File: src/rtl/shift_pkg.sv
`default_nettype none
// ------------------------------------------------------------------
// shift_pkg: op encodings, FSM states and default widths. Rev 1.0
// ------------------------------------------------------------------
package shift_pkg;

  localparam int DEF_DATA_W = 32;
  localparam int DEF_AMT_W  = 5;

  typedef logic [2:0] op_t;

  localparam op_t OP_SLL = 3'b000;
  localparam op_t OP_SRL = 3'b001;
  localparam op_t OP_SRA = 3'b010;
  localparam op_t OP_ROR = 3'b011;
  localparam op_t OP_ROL = 3'b100;
  localparam op_t OP_NOP = 3'b111;

  localparam logic [1:0] ST_IDLE  = 2'd0;
  localparam logic [1:0] ST_SHIFT = 2'd1;
  localparam logic [1:0] ST_DONE  = 2'd2;

  // Encodings above OP_ROL are all treated as NOP.
  function automatic logic is_shift_op(input op_t op);
    return (op <= OP_ROL);
  endfunction

endpackage
`default_nettype wire

File: src/rtl/shift_step.sv
`default_nettype none
// ------------------------------------------------------------------
// shift_step: combinational single-position shift/rotate. Rev 1.0
// ------------------------------------------------------------------
module shift_step
  import shift_pkg::*;
#(
  parameter int DATA_W = DEF_DATA_W
) (
  input  op_t               op,
  input  logic [DATA_W-1:0] din,
  output logic [DATA_W-1:0] dout
);

  always_comb begin
    dout = din;
    case (op)
      OP_SLL:  dout = {din[DATA_W-2:0], 1'b0};
      OP_SRL:  dout = {1'b0, din[DATA_W-1:1]};
      // MSB is never altered by SRA, so replicating it keeps the original sign.
      OP_SRA:  dout = {din[DATA_W-1], din[DATA_W-1:1]};
      OP_ROR:  dout = {din[0], din[DATA_W-1:1]};
      OP_ROL:  dout = {din[DATA_W-2:0], din[DATA_W-1]};
      default: dout = din;
    endcase
  end

endmodule
`default_nettype wire

File: src/rtl/shift_unit_seq.sv
`default_nettype none
// ------------------------------------------------------------------
// shift_unit_seq: multi-cycle shifter, one bit position per clock,
// with start/busy/done handshake. Rev 1.0
// ------------------------------------------------------------------
module shift_unit_seq
  import shift_pkg::*;
#(
  parameter int DATA_W  = DEF_DATA_W,
  parameter int AMT_W   = DEF_AMT_W,
  parameter int AMT_LSB = 0
) (
  input  logic              clk,
  input  logic              reset,
  input  logic              start,
  input  logic [2:0]        op,
  input  logic              amt_sel,
  input  logic [AMT_W-1:0]  shamt_in,
  input  logic [DATA_W-1:0] amt_reg,
  input  logic [DATA_W-1:0] data_in,
  output logic              busy,
  output logic              done,
  output logic [DATA_W-1:0] result,
  output logic [AMT_W-1:0]  amt_out
);

  logic [1:0]        state;
  logic [DATA_W-1:0] work;
  logic [DATA_W-1:0] step_out;
  logic [AMT_W-1:0]  cnt;
  logic [AMT_W-1:0]  amt;
  op_t               op_q;
  logic              accept;
  logic              unused_amt_reg;

  // Field is taken as-is: upper bits of amt_reg never extend it.
  assign amt            = amt_sel ? amt_reg[AMT_LSB +: AMT_W] : shamt_in;
  assign unused_amt_reg = ^amt_reg;
  assign accept         = start && (state == ST_IDLE || state == ST_DONE);
  assign busy           = (state == ST_SHIFT);
  assign done           = (state == ST_DONE);

  shift_step #(.DATA_W(DATA_W)) u_step (
    .op   (op_q),
    .din  (work),
    .dout (step_out)
  );

  always_ff @(posedge clk or negedge reset) begin
    if (!reset) begin
      state   <= ST_IDLE;
      work    <= '0;
      op_q    <= OP_SLL;
      cnt     <= '0;
      result  <= '0;
      amt_out <= '0;
    end else begin
      case (state)
        ST_IDLE, ST_DONE: begin
          if (accept) begin
            work    <= data_in;
            op_q    <= op;
            cnt     <= amt;
            amt_out <= amt;
            if (amt == '0 || !is_shift_op(op)) begin
              state  <= ST_DONE;
              result <= data_in;
            end else begin
              state <= ST_SHIFT;
            end
          end else begin
            state <= ST_IDLE;
          end
        end
        ST_SHIFT: begin
          work <= step_out;
          cnt  <= cnt - AMT_W'(1);
          if (cnt == AMT_W'(1)) begin
            state  <= ST_DONE;
            result <= step_out;
          end
        end
        default: state <= ST_IDLE;
      endcase
    end
  end

endmodule
`default_nettype wire

File: config.mk
export PLATFORM = sky130hd
export DESIGN_NAME = shift_unit_seq
export DESIGN_NICKNAME = d
export VERILOG_FILES = /design/src/rtl/shift_pkg.sv /design/src/rtl/shift_step.sv /design/src/rtl/shift_unit_seq.sv
export SDC_FILE = /design/constraint.sdc
export NUM_CORES = 1
export LEC_CHECK = 0
export CORE_MARGIN = 10
export CORE_UTILIZATION = 50
export CTS_CLUSTER_DIAMETER = 50
export DETAILED_ROUTE_END_ITERATION = 10
export PLACE_DENSITY_LB_ADDON = 0.25
export SYNTH_ARGS = -nofsm -noshare
export SYNTH_HDL_FRONTEND = slang
export SYNTH_SLANG_ARGS = --single-unit
File: constraint.sdc
create_clock -name clk -period 1.9 [get_ports clk]
set_input_delay 0.38 -clock clk [delete_from_list [all_inputs] [get_ports clk]]
set_output_delay 0.38 -clock clk [all_outputs]
set_load 0.1 [all_outputs]
==> flow_summary.yaml <==
run_status:
  status: "finished clean"
cells_and_area:
  diodes: 0
  final_core_util_pct: 70.62
  synthToLayoutAreaGrowth_pct: 36.65
  drive_above_1_share_pct: 20.79
  nets: 608
logic_synthesis:
  syn_area_sq_um: 4551
  yosysTopAreaCell: "dfrtp_1"
  synthMuxAreaShare_pct: 22.88
  synthDistinctLibCells: 47
  synth_area_per_cell_sq_um: 10.37
  async_flop_share_pct: 100.0
  synth_ff_type: "dfrtp_1"
  synth_xor_area_share_pct: 0.1925
  synth_top_family_by_area: "multiplexers"
  synthTopCellsByArea: "dfrtp_1 43%, mux2i_1 18%, mux2_4 3.6%, nor3_1 3.5%, nand2_1 3.2%"
  synth_compound_area_share_pct: 15.64
  synth_seq_cells: 79
  synth_simple_gate_area_share_pct: 10.59
  synth.net_count: 517
  synth-edff-count: 0
  synth_top_area_share_pct: 43.44
  ys_seq_area_share_pct: 43.44
  post_synth_fa_ha_maj_area_fraction_pct: 0.5499
  netlist_instances: 439
  ys_warn_count: 0
worst_setup_path:
  setup.worst_path.end_class: "flop"
  crit_chain: "ha_1, nor4b_4, a22oi_2, and2_4, clkinv_8, buf_12, mux2i_2"
  critPathKind: "reg -> reg"
  cp_slowest_stage_delay_ps: 440
  required_ps: 2130
  start_kind: "flop"
  critPathBufInv: 2
  slowest_stage: "dfrtp_1"
  critical-path-top-delay-family: "flip-flops"
  path_max_fanout: 9
  cp.arrival_ps: 2050
clocking:
  cts_htree_levels: 3
  cts_max_path_buffers: 2
  cts.sinks: 79
  cts_tree: "built"
  cts_buffers: 9
  clk_latency_ps: 350
  clockRootBuffer: "clkbuf_8"
  clkTransAtPathRegs_ps: 80
worst_hold_path:
  hp-class: "in -> async"
placed_design:
  gp_congestion: 0.8575
  pre_cts_ws_ps: -427.6
  hpwl_um: 8034
  place.port_buffers: 87
sta:
  skew_ps: 8.620
  tightest_slew_ps: 425.3
  layout_setup_ws_ps: 81.94
  fmax_ghz: 0.5500
  period_share_pct: 95.69
  fin_tns_setup_ps: 0
  hold_slack_ps: 485.4
  period_minus_slack_ps: 1818
  setup_viol: 0
  max-slew-margin-rel_pct: 71.65
  hold_viol_final: 0
  slew_violations: 0
global_routing:
  grt_overflow: 0
  antenna_found_initial: 0
  grt_pass1_wl_um: 19250
  grt_pass1_vias: 3837
  grt_max_degree: 67
  track_usage_pct: 17.70
route:
  top_layer: "met4"
  routed-wl-met3_um: 598
  wl_um: 11830
  wl_per_cell_um: 18.43
  vias: 3682
  met1Wirelength_um: 5103
  drc: 0
  viasPerCell: 5.735
  firstDrtPassIters: 5
  wl_met2_um: 5987
  drt_iter0_drc: 168
  route.antenna.remaining_nets: 0
floorplan:
  die_y_um: 115.4
  initial_core_util_pct: 51.68
  ioPinCount: 115
  row_count: 34
  die-area_sq_um: 13320
  die_x_um: 115.4
  core_area_sq_um: 8806
run:
  drv_cap: 0
-- worst paths after layout --
path                                        startpoint                      to  slack, ps  depth (start not counted)
worst min-delay path                             reset  amt_out[2]$_DFFE_PN0P_        490                          2
worst max register to register      cnt[0]$_DFFE_PN0P_  result[15]$_DFFE_PN0P_         80                          7
worst max-delay path                cnt[0]$_DFFE_PN0P_  result[15]$_DFFE_PN0P_         80                          7
worst min register to register  amt_out[2]$_DFFE_PN0P_  amt_out[2]$_DFFE_PN0P_        500                          1
max in group asynchronous                        reset    state[0]$_DFFE_PN0P_        730                          3
min in group clk                amt_out[2]$_DFFE_PN0P_  amt_out[2]$_DFFE_PN0P_        500                          1
-- synth_stat cells (all sizes together), types with 3 or more instances --
cell and number:
nor2 9, a211oi 18, a31oi 3, dfrtp 79, nor3 32, nor2b 3, mux2 15, a21oi 23
nand2 39, o21ai 20, a211o 12, inv 22, clkbuf 14, o21bai 18, buf 23, mux2i 83
-- flip-flops by register name (all words and copies together), names as in the netlist --
register / cells
work: 32
state: 2
cnt: 5
amt_out: 5
result: 32
op_q: 3
-- metal layers --
layer,up-vias,global-route usage [%]
li1,1774,-
met4,0,4.983
met3,13,4.115
met1,1811,21.54
met2,84,30.59
met5,-,0
-- stage by stage --
stage	std cells	instance area [sq um]
after floorplan	439	4561
after global placement	622	5878
after detailed placement	622	5878
after CTS	638	6135
after global routing	642	6218
final	642	6218
-- layout make-up --
| cell class | instances | area [sq um] |
|---|---|---|
| clock buffers | 11 | 131.4 |
| fillers | 638 | 2587 |
| inverters | 22 | 97.59 |
| well taps | 108 | 135.1 |
| repair buffers | 116 | 1475 |
| repair inverters | 1 | 8.758 |
| clock inverters | 4 | 95.09 |
| multi-input cells | 301 | 2296 |
| flip-flops and latches | 79 | 1979 |
-- layout by cell type, fill, tap and decap left out, types with 9 or more instances in the layout --
cell             synthesis  routed
a211o_1                 12      12
a211oi_1                18      18
a21oi_1                 23      23
buf_12                   2      36
buf_4                    3      30
clkbuf_8                 0       9
clkdlybuf4s50_1          0      46
dfrtp_1                 79      77
inv_1                   20      20
mux2_4                  11      11
mux2i_1                 83      82
nand2_1                 39      39
nor2_1                   9       9
nor3_1                  32      32
o21ai_0                 17      17
o21bai_1                18      18
-- logic make-up (layout without fill, tap and decap cells) --
family | after synthesis | after routing
fa+ha+maj | 2 | 2
buf+inv | 59 | 154
compound gates | 106 | 106
flops | 79 | 79
simple gates | 94 | 94
xor+xnor | 1 | 1
mux | 98 | 98
-- timing repair --
action                     CTS  global route
setup buffers                0             1
setup endpoints to repair   19            32
hold buffers                 1             0
hold endpoints to repair    24             0
gates resized for setup      5             5
cloned                       0             3
Power is not shown: default switching activity piles up to over one toggle a cycle in this logic, so the estimate is an artifact.
